### config.mk
export PLATFORM = sky130hd
export DESIGN_NAME = cdb_arbiter
export DESIGN_NICKNAME = d
export VERILOG_FILES = /design/src/rtl/cdb_arbiter_pkg.sv /design/src/rtl/cdb_arbiter_rr_arbiter.sv /design/src/rtl/cdb_arbiter.sv
export SDC_FILE = /design/constraint.sdc
export NUM_CORES = 1
export LEC_CHECK = 0
export ABC_AREA = 1
export BUFFER_PORTS_ARGS = -buffer_cell sky130_fd_sc_hd__buf_2
export CORE_MARGIN = 10
export CORE_UTILIZATION = 50
export CTS_CLUSTER_SIZE = 14
export DETAILED_ROUTE_END_ITERATION = 8
export GPL_ROUTABILITY_DRIVEN = 0
export MAX_ROUTING_LAYER = met4
export PLACE_DENSITY = 0.76
export SLEW_MARGIN = 5
export SYNTH_ARGS = -nofsm -noshare
export SYNTH_HDL_FRONTEND = slang
export SYNTH_SLANG_ARGS = --single-unit
### constraint.sdc
create_clock -name clk -period 6.21 [get_ports clk]
set_input_delay 0.3105 -clock clk [delete_from_list [all_inputs] [get_ports clk]]
set_output_delay 0.3105 -clock clk [all_outputs]
set_load 0.005 [all_outputs]
### src/rtl/cdb_arbiter_pkg.sv
// Shared out-of-order core types for the common data bus and its producer-side holding registers.
package cdb_arbiter_pkg;

  // Tag width matches the RS_ENTRY_ID format used by every reservation station.
  localparam int CDB_TAG_W   = 16;
  localparam int CDB_DATA_W  = 32;
  localparam int STALL_CNT_W = 16;

  typedef struct packed {
    logic                  valid;
    logic [CDB_TAG_W-1:0]  tag;
    logic [CDB_DATA_W-1:0] data;
  } cdb_bus_t;

  typedef struct packed {
    logic                  occ;
    logic [CDB_TAG_W-1:0]  tag;
    logic [CDB_DATA_W-1:0] data;
  } cdb_hold_t;

endpackage

### src/rtl/cdb_arbiter_rr_arbiter.sv
// Combinational round-robin arbiter: the first requester at or after ptr (wrapping) wins.
module rr_arbiter
  import cdb_arbiter_pkg::*;
#(
  parameter int N = 4,
  localparam int IW = $clog2(N)
) (
  input  logic [N-1:0]  req,
  input  logic [IW-1:0] ptr,
  output logic [N-1:0]  grant,
  output logic [IW-1:0] grant_idx,
  output logic          any
);

  int            j;
  logic [IW-1:0] idx;

  always_comb begin
    grant     = '0;
    grant_idx = '0;
    any       = 1'b0;
    j         = 0;
    idx       = '0;
    for (int k = 0; k < N; k++) begin
      j = int'(ptr) + k;
      if (j >= N) j = j - N;
      idx = j[IW-1:0];
      if (!any && req[idx]) begin
        any        = 1'b1;
        grant[idx] = 1'b1;
        grant_idx  = idx;
      end
    end
  end

endmodule

### src/rtl/cdb_arbiter.sv
// CDB producer: one holding register per functional unit, round-robin broadcast of one result per cycle.
// Optional CDB_STALL_CNT_EN adds per-unit saturating stall counters on port stall_cnt.
module cdb_arbiter
  import cdb_arbiter_pkg::*;
#(
  parameter int BITWIDTH = CDB_DATA_W,
  parameter int TAG_W    = CDB_TAG_W,
  parameter int N_FU     = 4
) (
  input  logic                       clk,
  input  logic                       rst,
  input  logic                       flush,
  input  logic [N_FU-1:0]            fu_valid,
  output logic [N_FU-1:0]            fu_ready,
  input  logic [N_FU*TAG_W-1:0]      fu_tag,
  input  logic [N_FU*BITWIDTH-1:0]   fu_data,
  output logic                       cdb_valid,
  output logic [TAG_W-1:0]           cdb_tag,
  output logic [BITWIDTH-1:0]        cdb_data,
  output logic [$clog2(N_FU)-1:0]    cdb_src
`ifdef CDB_STALL_CNT_EN
  ,
  output logic [N_FU*STALL_CNT_W-1:0] stall_cnt
`endif
);

  localparam int SRC_W = $clog2(N_FU);

  // Handshake: a unit transfers on a rising edge where fu_valid & fu_ready; while
  // blocked it must hold tag/data stable. The CDB itself has no backpressure.
  logic [N_FU-1:0]     occ;
  logic [TAG_W-1:0]    hold_tag  [N_FU];
  logic [BITWIDTH-1:0] hold_data [N_FU];
  logic [SRC_W-1:0]    rr_ptr;
  logic [SRC_W-1:0]    rr_next;
  logic [N_FU-1:0]     grant;
  logic [SRC_W-1:0]    grant_idx;
  logic                grant_any;
  logic [N_FU-1:0]     accept;

  rr_arbiter #(.N(N_FU)) u_rr (
    .req       (occ),
    .ptr       (rr_ptr),
    .grant     (grant),
    .grant_idx (grant_idx),
    .any       (grant_any)
  );

  // A hold being drained this cycle can be refilled on the same edge.
  assign fu_ready = (~occ | grant) & {N_FU{~flush}};
  assign accept   = fu_valid & fu_ready;
  assign rr_next  = (grant_idx == SRC_W'(N_FU - 1)) ? '0 : grant_idx + 1'b1;

  always_ff @(posedge clk or posedge rst) begin
    if (rst) begin
      occ <= '0;
    end else if (flush) begin
      occ <= '0;
    end else begin
      occ <= accept | (occ & ~grant);
    end
  end

  always_ff @(posedge clk) begin
    for (int i = 0; i < N_FU; i++) begin
      if (accept[i]) begin
        hold_tag[i]  <= fu_tag[i*TAG_W +: TAG_W];
        hold_data[i] <= fu_data[i*BITWIDTH +: BITWIDTH];
      end
    end
  end

  always_ff @(posedge clk or posedge rst) begin
    if (rst) begin
      cdb_valid <= 1'b0;
      cdb_tag   <= '0;
      cdb_data  <= '0;
      cdb_src   <= '0;
      rr_ptr    <= '0;
    end else if (flush) begin
      cdb_valid <= 1'b0;
    end else begin
      cdb_valid <= grant_any;
      if (grant_any) begin
        cdb_tag  <= hold_tag[grant_idx];
        cdb_data <= hold_data[grant_idx];
        cdb_src  <= grant_idx;
        rr_ptr   <= rr_next;
      end
    end
  end

`ifdef CDB_STALL_CNT_EN
  logic [STALL_CNT_W-1:0] stall_q [N_FU];

  // Flush deliberately leaves these alone; only reset clears them.
  always_ff @(posedge clk or posedge rst) begin
    if (rst) begin
      for (int i = 0; i < N_FU; i++) stall_q[i] <= '0;
    end else begin
      for (int i = 0; i < N_FU; i++) begin
        if (fu_valid[i] && !fu_ready[i] && (stall_q[i] != '1)) stall_q[i] <= stall_q[i] + 1'b1;
      end
    end
  end

  for (genvar g = 0; g < N_FU; g++) begin : g_stall
    assign stall_cnt[g*STALL_CNT_W +: STALL_CNT_W] = stall_q[g];
  end
`endif

endmodule

# After elaboration in Yosys (flattened, before gate mapping)
# Memories as Yosys holds them, arrays and structs flattened. A register that Yosys moved wholly into a read port is not among the register bits.
# Cells that the tools add are included.
[op_classes] addsub=8 n_mul=0 div=0 order_cmp=12 n_eq_ne=1 shift=0 mux=43 bitwise_logic=11 n_reduce_logical=11
[ops] cell="2-to-1 mux 1 bit" n=21
[ops] cell="2-to-1 mux 4 bit" n=5
[ops] cell="bitwise OR 4 bit" n=5
[ops] cell="2-to-1 mux 2 bit" n=9
[ops] cell="AND 4 bit" n=3
[ops] cell="less-than comparator 2 x 3 -> 1 bit (second input constant)" n=4
[ops] cell=">= comparator 3 bit (second input constant)" n=3
[ops] cell="binary-select mux 1 bit (select 2 bit)" n=4
[ops] cell="demux 1 bit (select 2 bit)" n=4
[ops] cell=">= comparator 2 x 1 -> 1 bit (second input constant)" n=4
[ops] cell="NOT 4 bit" n=2
[ops] cell="subtractor 2 x 1 -> 2 bit (second input constant)" n=4
[ops] cell="logical AND 1 bit" n=7
[ops] cell="adder 2 x 2 -> 3 bit (second input constant)" n=2
[ops] cell="adder 2 x 1 -> 3 bit (second input constant)" n=1
[ops] cell=">= comparator 2 x 3 -> 1 bit (second input constant)" n=1
[ops] cell="zero test 1 bit" n=3
[ops] cell="adder 2 x 1 -> 2 bit (second input constant)" n=1
[ops] cell="equality test 2 bit (second input constant)" n=1
[ops] cell="AND reduction 2 bit" n=1
[ops] cell="NOT 1 bit" n=1
[totals] ff_bits=9 latchBits=0 mem_bits_rw=192 romBits=0 out_inout_bits=55 wordCells=92 mem_count=2
[memory_table] memory="hold_data" words=4 word_bits=32 read_ports=1 rd_ports_with_merged_regs=1 wr=4 line_no="cdb_arbiter.sv:33" source="logic [BITWIDTH-1:0] hold_data [N_FU];"
[memory_table] memory="hold_tag" words=4 word_bits=16 read_ports=1 rd_ports_with_merged_regs=1 wr=4 line_no="cdb_arbiter.sv:32" source="logic [TAG_W-1:0] hold_tag [N_FU];"

# Depth between registers and ports, before layout
# Gate-level depths: netlist of the first run.
[depth] word_depth=19 ltp_mapped=17

# Hierarchy
# A second synthesis of the first run with hierarchy kept.
[hier_totals] cells_unflattened=968 hier_area_um2=10268.6
[by_module_without_submodules] module="cdb_arbiter" n_inst=1 cells_per_inst=894 area_each_um2=9828.2
[by_module_without_submodules] module="rr_arbiter" n_inst=1 cells_per_inst=74 area_each_um2=440.4

# Worst setup path after synthesis of the first run
# No wires, ideal clock.
[synth_path] path_kind="register to register" from="register rr_ptr[0]" to="memory hold_data[0][0] (netlist bit), enable pin" setup_ns=0.513 arrival_ns=5.081 required_time_ns=5.697 slack_ns=0.615 path_stages_with_launch=13 n_path_buf=1 synth_period_minus_slack_ns=5.595 cell_sequence="dfrtp_1 -> buf_6 -> inv_4 -> ha_1 -> inv_1 -> nand3_1 -> nand2_2 -> inv_1 -> nor2_1 -> nand2_1 -> o21ai_0 -> nor3_1 -> nor3_1"
[synth_rtl] item="start: declaration" line_no="cdb_arbiter.sv:34" source="logic [SRC_W-1:0] rr_ptr;"
[synth_rtl] item="start signal: assignment" line_no="cdb_arbiter.sv:88" source="rr_ptr <= rr_next;"
[synth_rtl] item="end: declaration" line_no="cdb_arbiter.sv:33"

# Worst setup path after layout of the first run
[layout_path] from="register rr_ptr[0]" to="register cdb_data[6] (read register of hold_data)"
[layout_via] elab_chain_cells=15 word_cells_on_any_way=38 classes_between="7 x add/sub; 4 x order compare; 20 x mux; 7 x reduce/logical"
[layout_rtl] item="parallel branches: the longest is 15 deep, another holds adder 2 x 1 -> 3 bit"
[layout_rtl] item="end: declaration" line_no="cdb_arbiter.sv:19" source="output logic [BITWIDTH-1:0] cdb_data,"
# Several ways; the timed one is not identified. The select of a mux whose other input is x is not followed.
# A chain may end at the register's enable or synchronous reset.

==> results_dict.tcl, run 1 <==
set metrics [dict create \
    finalCritPeriodShare_pct 62.6 \
    cts_setup_buffers 0 \
    max_freq_mhz 257 \
    ys_async_sr_fraction_pct 22.9 \
    critPathBufInv 3 \
    synth-edff-count 192 \
    worst_setup_path_end_kind "register" \
    hold_ws_ps 38.4 \
    worstPathArrival_ps 4290 \
    routed-via-count 8580 \
    avgSynthCellArea_um2 11.1 \
    die-area_um2 26800 \
    ys_seq_area_share_pct 69.7 \
    cts_resized 0 \
    cp-start-kind "register" \
    slew_viol_final 0 \
    crit_fanout 85 \
    leakage_nw 6.63 \
    drt_iter0_drc 723 \
    wl_mm 33.5 \
    cellPowerDensity_nw_per_um2 474 \
    cp_slowest_cell "buf_4" \
    initial_core_util_pct 51.0 \
    rows 52 \
    hold_path.class "in -> async" \
    fillers 1261 \
    core_um2 20200 \
    fin_ws_ps 2320 \
    htreeDepth 1 \
    dpl-instance-area_um2 11800 \
    maxSlewHeadroom_pct 21.7 \
    cpPeakStageDelay_ps 740 \
    worstPathRequired_ps 6610 \
    finalPower_mw 6.94 \
    synth_seq_cells 249 \
    hpwlAfterDp_mm 17.6 \
    maxCapViolCount 0 \
    synth_cell_types 32 \
    syn_inst 926 \
    ys_top_cells_by_count "nand2_1, edfxtp_1, nand3_1" \
    hold_violations 0 \
    syn_area_um2 10300 \
    synth_ff_type "edfxtp_1" \
    routedWlPerCell_um 20.1 \
    grt_usage_pct 25.4 \
    setup_viol 0 \
    portBuffers 253 \
    synth_top_area_cell "edfxtp_1" \
    grt_max_degree 86 \
    cts-buffers-inserted 27 \
    ios 254 \
    grt-ovfl-total 0 \
    cts_root_buf "clkbuf_16" \
    drc 0 \
    run_status "finished, final reports clean" \
    setup_tns_ps 0 \
    ctsHoldBuffers 192 \
    clock-sinks 249 \
    grt_pass1_vias 9271 \
    fin_crit_ps 3890 \
    cp_cell_sequence "inv_4 > ha_1 > inv_1 > nand3_1 > nand2_2 > a21oi_1 > nand2_2 > nand2_4 > buf_4 > nand2_1 > nand3b_1 > nand3_1" \
    num-nets-final 1577 \
    synth_top_area_share_pct 55.9 \
    synth.most_common_cell "nand2_1" \
    stdcell_area_um2 14600 \
    critPathTopFamily "simple AND/OR/NAND/NOR gates" \
    drive_gt1_share_pct 25.3 \
    place_ws_ps 2450 \
    antenna_found_initial 4 \
    die_width_um 164 \
    clockBufferDepth 3 \
    crit_type "reg -> reg" \
    cts_tree "built" \
    vias_per_cell 5.15 \
    clkTransAtPathRegs_ps 60 \
    final_antenna_net_count 0 \
    drt_pass1_iterations 5 \
    syn_to_final_growth_pct 41.8 \
    yosysWarnings 0 \
    vdd_ir_drop_max_uv 363 \
    synth_nets 1132 \
    synth.area.top_cells "edfxtp_1, dfrtp_1, nand2_1" \
    die_y_um 164 \
    rsz0062_at_grt "no" \
    worst-slew-pin-transition_ps 1170 \
    grt_pass1_wl_mm 51.6 \
    clk-insertion-delay-late_ps 540 \
    worst_clock_skew_ps 25.1 \
]
==> registers in the layout, indices dropped and copies added (netlist names) <==
register and count:
cdb_src 2, occ 4, cdb_data 32, hold_data 128
rr_ptr 2, cdb_valid 1, hold_tag 64, cdb_tag 16
==> layout by cell type (no fill, tap or decap), types with 2 or more instances in the layout <==
cell and count:
inv_2 3, nor3_2 4, clkbuf_16 27, buf_4 8, nor2_1 32, nor2_4 3
nor3_1 4, nand2_4 3, dlygate4sd3_1 192, clkinv_2 4, nand3_1 122, or2_0 5
nand2_2 8, diode_2 6, inv_1 107, nand2_1 275, dfrtp_1 57, or2_2 28
clkbuf_1 6, clkinv_1 5, a22oi_1 3, nand3b_1 12, edfxtp_1 192, bufinv_16 4
or2_1 6, o21ai_0 4, ha_1 7, a21oi_1 6, clkbuf_8 2, buf_2 253
==> area by class of cell <==
cell class	instances	area, µm²	share of cell area [%]
Antenna cell	6	15.0	0.103
Tap cell	270	338	2.31
Clock inverter	14	183	1.25
Timing Repair Buffer	453	3250	22.2
Sequential cell	249	7190	49.2
Multi-Input combinational cell	528	2490	17.1
Inverter	112	424	2.90
Clock buffer	35	726	4.96
==> worst register-to-register path, delay by kind of cell (launching register included) <==
kind | cells | cell delay [ps]
simple gates | 7 | 1620
buf+inv | 3 | 950
fa+ha+maj | 1 | 360
flops | 1 | 630
compound gates | 1 | 190
==> logic make-up after synthesis <==
family	after synthesis	synth area share, %
AO/OA/AOI/OAI	17	0.983
adder cells (fa/ha/maj)	7	0.849
buffers and inverters	149	6.42
flip-flops	249	69.7
AND/OR/NAND/NOR	504	22.0
==> path summary, 6_finish.rpt <==
path,start,end,slack (ps),cells after the start
setup / recovery,rr_ptr[0],cdb_data[6],2320,12
hold / removal,rst,cdb_data[19],40,3
setup reg to reg,rr_ptr[0],cdb_data[6],2320,12
hold reg to reg,cdb_data[27],cdb_data[27],480,2
max in group asynchronous,rst,cdb_tag[8],5610,3
min in group clk,fu_valid[1],occ[1],70,3
==> per-stage QoR <==
| stage | instances | utilization, % |
|---|---|---|
| 2_1_floorplan | 926 | - |
| 3_3_place_gp | 1420 | 58.2 |
| 3_5_place_dp | 1420 | 58.2 |
| 4_1_cts | 1661 | 72.2 |
| 5_1_grt | 1665 | 72.2 |
| 6_report | 1667 | 72.3 |
==> layer usage <==
layer,global-route usage (%),vias to the layer above,share of wire [%],routed length [µm]
met5,-,-,0,0
li1,-,3925,-,-
met2,43.1,504,51,17200
met3,4.91,86,8.7,2920
met4,9.34,0,3.2,1080
met1,29.5,4065,37,12300
==> power breakdown <==
| group | switching, mW | internal, mW |
|---|---|---|
| clock network | 0.655 | 0.992 |
| logic | 1.98 | 0.983 |
| registers | 0.171 | 2.15 |
No activity file was read; power rests on OpenSTA's default activity.
==> run 2, diff against run 1 <==
Clock period 6.21 ns to 3.83 ns, I/O delays scaled along.
==> run 2 against run 1 <==
  * Global-route usage rose by 0.082 points
  * Via count rose by 0.24%
  * Clock power rose by 52%
  * Non-clock buffer count rose by 13
  * First-iteration DRC count fell by 11%
  * Die area did not move
  * Worst setup slack got worse by 1800 ps
  * Highest routed layer unchanged
  * Sequential cell count did not move
  * Cell area rose by 0.73%
  * Worst hold slack improved by 38 ps
  * Sequential power rose by 62%
  * Critical path depth rose by 2
==> results_dict.tcl, run 2 (same netlist as run 1, synthesis figures left out) <==
set metrics [dict create \
    switching_share_pct 40.6 \
    final_antenna_net_count 0 \
    syn_to_final_growth_pct 42.8 \
    core_um2 20200 \
    rsz0062_at_grt "no" \
    routed-via-count 8601 \
    cts-buffers-inserted 26 \
    placed_cells 1428 \
    finalPower_mw 11.2 \
    cts_resized 0 \
    grt_pass1_vias 9242 \
    grt_max_degree 80 \
    fin_util_pct 72.8 \
    finalCritPeriodShare_pct 86.2 \
    crit_type "reg -> reg" \
    drc 0 \
    power_frac_comb_pct 44.0 \
    largest_reg_flops 128 \
    worstPathRequired_ps 4300 \
    maxSlewHeadroom_pct 59.2 \
    reg2reg_to "cdb_data[23]" \
    cellPowerDensity_nw_per_um2 760 \
    top_regs "hold_data (128), hold_tag (64), cdb_data (32)" \
    hold_path.class "in -> reg" \
    slew_viol_final 0 \
    worst-slew-pin-transition_ps 611 \
    hold_depth 2 \
    grt-ovfl-total 0 \
    worstPathArrival_ps 3770 \
    drt_iter0_drc 641 \
    htreeDepth 1 \
    drt_pass1_iterations 5 \
    die-area_um2 26800 \
    initial_core_util_pct 51.0 \
    cts_tree "built" \
    run_status "finished, final reports clean" \
    antenna_found_initial 2 \
    worst_setup_path_end_kind "register" \
    drive_gt1_share_pct 25.4 \
    layout_common_cells "nand2_1, buf_2, dlygate4sd3_1" \
    vias_per_cell 5.13 \
    clkTransAtPathRegs_ps 60 \
    power_frac_clock_pct 22.5 \
    worst_clock_skew_ps 29.1 \
    ios 254 \
    whs_endpoint "occ[0]" \
    highest_layer "met4" \
    reg2reg_depth 14 \
    routedWlPerCell_um 20.1 \
    clk-insertion-delay-late_ps 550 \
    seqPwrFrac_pct 33.5 \
    hold_violations 0 \
    setup_viol 0 \
    rrSetupSlack_ps 530 \
    portBuffers 253 \
    mostFrequentLayoutCell "nand2_1" \
    vdd_ir_drop_max_uv 630 \
    instances_no_fill 1676 \
    p_int_mw 6.65 \
    rows 52 \
    clock-sinks 249 \
    hold_ws_ps 76.5 \
    num-nets-final 1589 \
    top_register "hold_data" \
    setup_tns_ps 0 \
    fillers 1261 \
    cp-start-kind "register" \
    met1Wirelength_mm 12.3 \
    r2r-start "rr_ptr[0]" \
    die_y_um 164 \
    crit_fanout 36 \
    power_switching_mw 4.54 \
    leakage_nw 6.67 \
    hold_start "flush" \
    cts_root_buf "clkbuf_16" \
    clockBufferDepth 3 \
    max_freq_mhz 303 \
    maxCapViolCount 0 \
    met2_length_mm 17.1 \
    grt_pass1_wl_mm 51.3 \
    fin_crit_ps 3300 \
    wl_met3_mm 2.82 \
    wl_mm 33.7 \
    die_width_um 164 \
    hpwlAfterDp_mm 18.7 \
    grt_usage_pct 25.5 \
]
==> run 2: stage by stage <==
stage                     setup WS (ps)  area [µm²]
final                               528       14700
after CTS                           646       14700
after global routing                377       14700
after global placement              806       11900
after detailed placement            705       11900
after floorplan                     424       10400
==> run 2: worst max-delay path, stage by stage (launching register included) <==
cell	delay, ps
dfrtp_1	610
inv_4	110
ha_1	360
inv_1	120
nand3_1	100
nand2_2	150
a21oi_1	100
nand2_2	330
nand2_4	320
inv_2	330
buf_4	320
nand2_1	120
nand2_1	80
nand2_1	70
nand3_1	130
==> run 2: cell type report <==
type	count	area (µm²)	share of cell area [%]
Antenna cell	3	7.51	0.0510
Tap cell	270	338	2.29
Multi-Input combinational cell	528	2520	17.1
Clock buffer	39	729	4.95
Inverter	112	424	2.88
Sequential cell	249	7190	48.8
Clock inverter	9	120	0.816
Timing Repair Buffer	466	3400	23.1
==> run 2: worst max path at each step <==
stage | start | to | slack (ps)
2_1_floorplan | rr_ptr[0] | hold_data[2][0] | 420
3_3_place_gp | rr_ptr[0] | cdb_data[11] | 810
3_5_place_dp | rr_ptr[0] | cdb_data[24] | 700
4_1_cts | rr_ptr[0] | fu_ready[1] | 650
5_1_grt | rr_ptr[0] | cdb_data[23] | 380
6_report | rr_ptr[0] | cdb_data[23] | 530
==> run 2: what timing repair did <==
item,in CTS,in global routing
hold buffers,197,0
buffers inserted,0,0
hold endpoints to repair,221,0
==> run 2: per-layer routing <==
layer	track usage (%)	up-vias
li1	-	3942
met1	28.9	4009
met2	43.5	542
met3	4.98	108
met4	10.6	0
met5	-	-
==> run 2: power by group through the flow <==
stage	clock network (mW)	registers [mW]	logic [mW]
final	2.51	3.75	4.93
after global routing	2.65	3.79	5.45
after CTS	2.51	3.73	4.77
after detailed placement	0	3.77	4.60
after global placement	0	3.77	4.47
after floorplan	0	3.75	3.40
==> run 3, diff against run 2 <==
Settings changed: CAP_MARGIN from default to 20, SYNTH_HIERARCHICAL from default to 1.
==> run 3 against run 2 <==
  * Register-to-register slack got worse by 50 ps
  * Cell area decreased by 0.14%
  * Worst setup slack got worse by 50 ps
  * Via count increased by 1.2%
  * Final cell count increased by 2.8%
  * First-iteration DRC count increased by 17%
  * Combinational power increased by 14%
  * Synthesized area decreased by 0.44%
  * Maximum frequency decreased by 1.5%
  * Core utilization decreased by 0.11 points
  * Worst hold slack improved by 5.9 ps
==> results_dict.tcl, run 3 <==
set metrics [dict create \
    run_status "finished, final reports clean" \
    ios 254 \
    maxSlewHeadroom_pct 43.9 \
    cellPowerDensity_nw_per_um2 806 \
    hold_path.class "in -> reg" \
    ys_async_sr_fraction_pct 22.9 \
    drt_iter0_drc 747 \
    multiInputGateArea_um2 2500 \
    rrSetupSlack_ps 480 \
    grt_pass1_vias 9304 \
    syn_area_um2 10300 \
    cpPeakStageDelay_ps 530 \
    drc 0 \
    synth.area.top_cells "edfxtp_1, nand2_1, dfrtp_1" \
    drt_pass1_iterations 5 \
    rsz0062_at_grt "no" \
    grt-ovfl-total 0 \
    whs_endpoint "occ[1]" \
    cp_slowest_cell "dfrtp_1" \
    rows 52 \
    grt_max_degree 75 \
    r2r-start "rr_ptr[0]" \
    hold_start "flush" \
    mostFrequentLayoutCell "nand2_1" \
    htreeDepth 1 \
    layout_common_cells "nand2_1, buf_2, dlygate4sd3_1" \
    cts_root_buf "clkbuf_16" \
    finalPower_mw 11.9 \
    reg2reg_depth 14 \
    maxCapViolCount 0 \
    worstPathRequired_ps 4260 \
    cts_resized 0 \
    portBuffers 253 \
    clockBufferDepth 3 \
    critPathBufInv 4 \
    crit_path_frequent_cell "nand2_1" \
    grt_pass1_wl_mm 51.4 \
    synth-edff-count 192 \
    hpwlAfterDp_mm 18.4 \
    worstPathArrival_ps 3780 \
    ys_top_cells_by_count "nand2_1, edfxtp_1, inv_1" \
    slew_viol_final 0 \
    syn_to_final_growth_pct 43.2 \
    synth_cell_types 25 \
    reg2reg_to "cdb_data[24]" \
    worst-slew-pin-transition_ps 840 \
    finalCritPeriodShare_pct 87.5 \
    core_um2 20200 \
    synth_seq_cells 249 \
    num-nets-final 1628 \
    wl_mm 33.2 \
    setup_viol 0 \
    ff_latch_area_um2 7190 \
    vias_per_cell 5.05 \
    top_regs "hold_data (128), hold_tag (64), cdb_data (32)" \
    top_register "hold_data" \
    routed-via-count 8707 \
    yosysWarnings 6 \
    synth_top_area_cell "edfxtp_1" \
    fillers 1330 \
    cp_cell_sequence "inv_2 > ha_1 > inv_1 > nand3_1 > nand2_1 > nor2_1 > a21oi_1 > nand3_4 > clkinv_2 > buf_12 > nand2_1 > nand2_1 > nand2_1 > nand3_1" \
    cp-start-kind "register" \
    synth_nets 1173 \
    die_width_um 163 \
    clock-sinks 249 \
    cts_setup_buffers 0 \
    max_freq_mhz 298 \
    ys_seq_area_share_pct 70.0 \
    avgSynthCellArea_um2 10.6 \
    cts-buffers-inserted 27 \
    cts_tree "built" \
    initial_core_util_pct 50.7 \
    crit_type "reg -> reg" \
    worst_setup_path_end_kind "register" \
    synth.most_common_cell "nand2_1" \
    hold_depth 2 \
    critPathTopFamily "simple AND/OR/NAND/NOR gates" \
    routedWlPerCell_um 19.3 \
    clkTransAtPathRegs_ps 60 \
    ctsHoldBuffers 197 \
    final_antenna_net_count 0 \
    vdd_ir_drop_max_uv 562 \
    die_y_um 163 \
    antenna_found_initial 8 \
    clk-insertion-delay-late_ps 560 \
    setup_tns_ps 0 \
    synth_ff_type "edfxtp_1" \
    die-area_um2 26700 \
    synth_top_area_share_pct 56.1 \
    fin_crit_ps 3350 \
    hold_violations 0 \
    worst_clock_skew_ps 26.6 \
    crit_fanout 74 \
    syn_inst 968 \
    grt_usage_pct 25.3 \
    leakage_nw 6.90 \
    largest_reg_flops 128 \
    drive_gt1_share_pct 22.9 \
]
-- run 3: area by class of cell --
type / instances / share of cell area, %
inverters: 106 / 2.71
flip-flops and latches: 249 / 48.9
clock inverters: 13 / 0.757
clock buffers: 37 / 4.92
repair buffers: 466 / 23.3
well taps: 270 / 2.30
diodes: 9 / 0.153
multi-input cells: 573 / 17.0
-- run 3: per-stage QoR --
step	std cells	hold WS, ps	utilization (%)	cell area (µm²)	worst slack (ps)
3_5_place_dp	1466	370	58.6	11900	570
2_1_floorplan	968	290	-	10300	514
3_3_place_gp	1466	368	58.6	11900	741
6_report	1723	82.4	72.7	14700	478
4_1_cts	1713	55.2	72.5	14700	567
5_1_grt	1723	86.8	72.7	14700	252
-- run 3: how the worst max path moves through the flow --
stage                     cells past startpoint  slack (ps)      start               to
after floorplan                              12         510  rr_ptr[0]  hold_data[1][0]
after global routing                         14         250  rr_ptr[0]     cdb_data[24]
after detailed placement                     13         570  rr_ptr[0]     cdb_data[28]
final                                        14         480  rr_ptr[0]     cdb_data[24]
after global placement                       13         740  rr_ptr[0]     cdb_data[28]
after CTS                                    13         570  rr_ptr[0]     cdb_data[28]
-- run 3: power breakdown --
part	internal, mW	switching (mW)	leakage (nW)	total, mW
Sequential	3.49	0.267	2.49	3.75
Combinational	1.81	3.82	4.00	5.63
Clock	1.40	1.07	0.404	2.47
-- run 3: metal layers --
| layer | vias to the layer above | global-route usage [%] | part of all wire [%] |
|---|---|---|---|
| li1 | 4032 | - | - |
| met1 | 4094 | 30.9 | 39 |
| met2 | 489 | 40.0 | 49 |
| met3 | 92 | 6.29 | 8.6 |
| met4 | 0 | 9.80 | 3.6 |
| met5 | - | - | 0 |
-- run 3: cell families (layout without fill, tap and decap cells) --
| kind of cell | Yosys count | count (layout) | synth area share (%) |
|---|---|---|---|
| other cells | 0 | 9 | 0 |
| simple gates | 550 | 550 | 22.0 |
| buf+inv | 146 | 622 | 6.26 |
| fa+ha+maj | 6 | 6 | 0.731 |
| compound gates | 17 | 17 | 0.950 |
| flops | 249 | 249 | 70.0 |
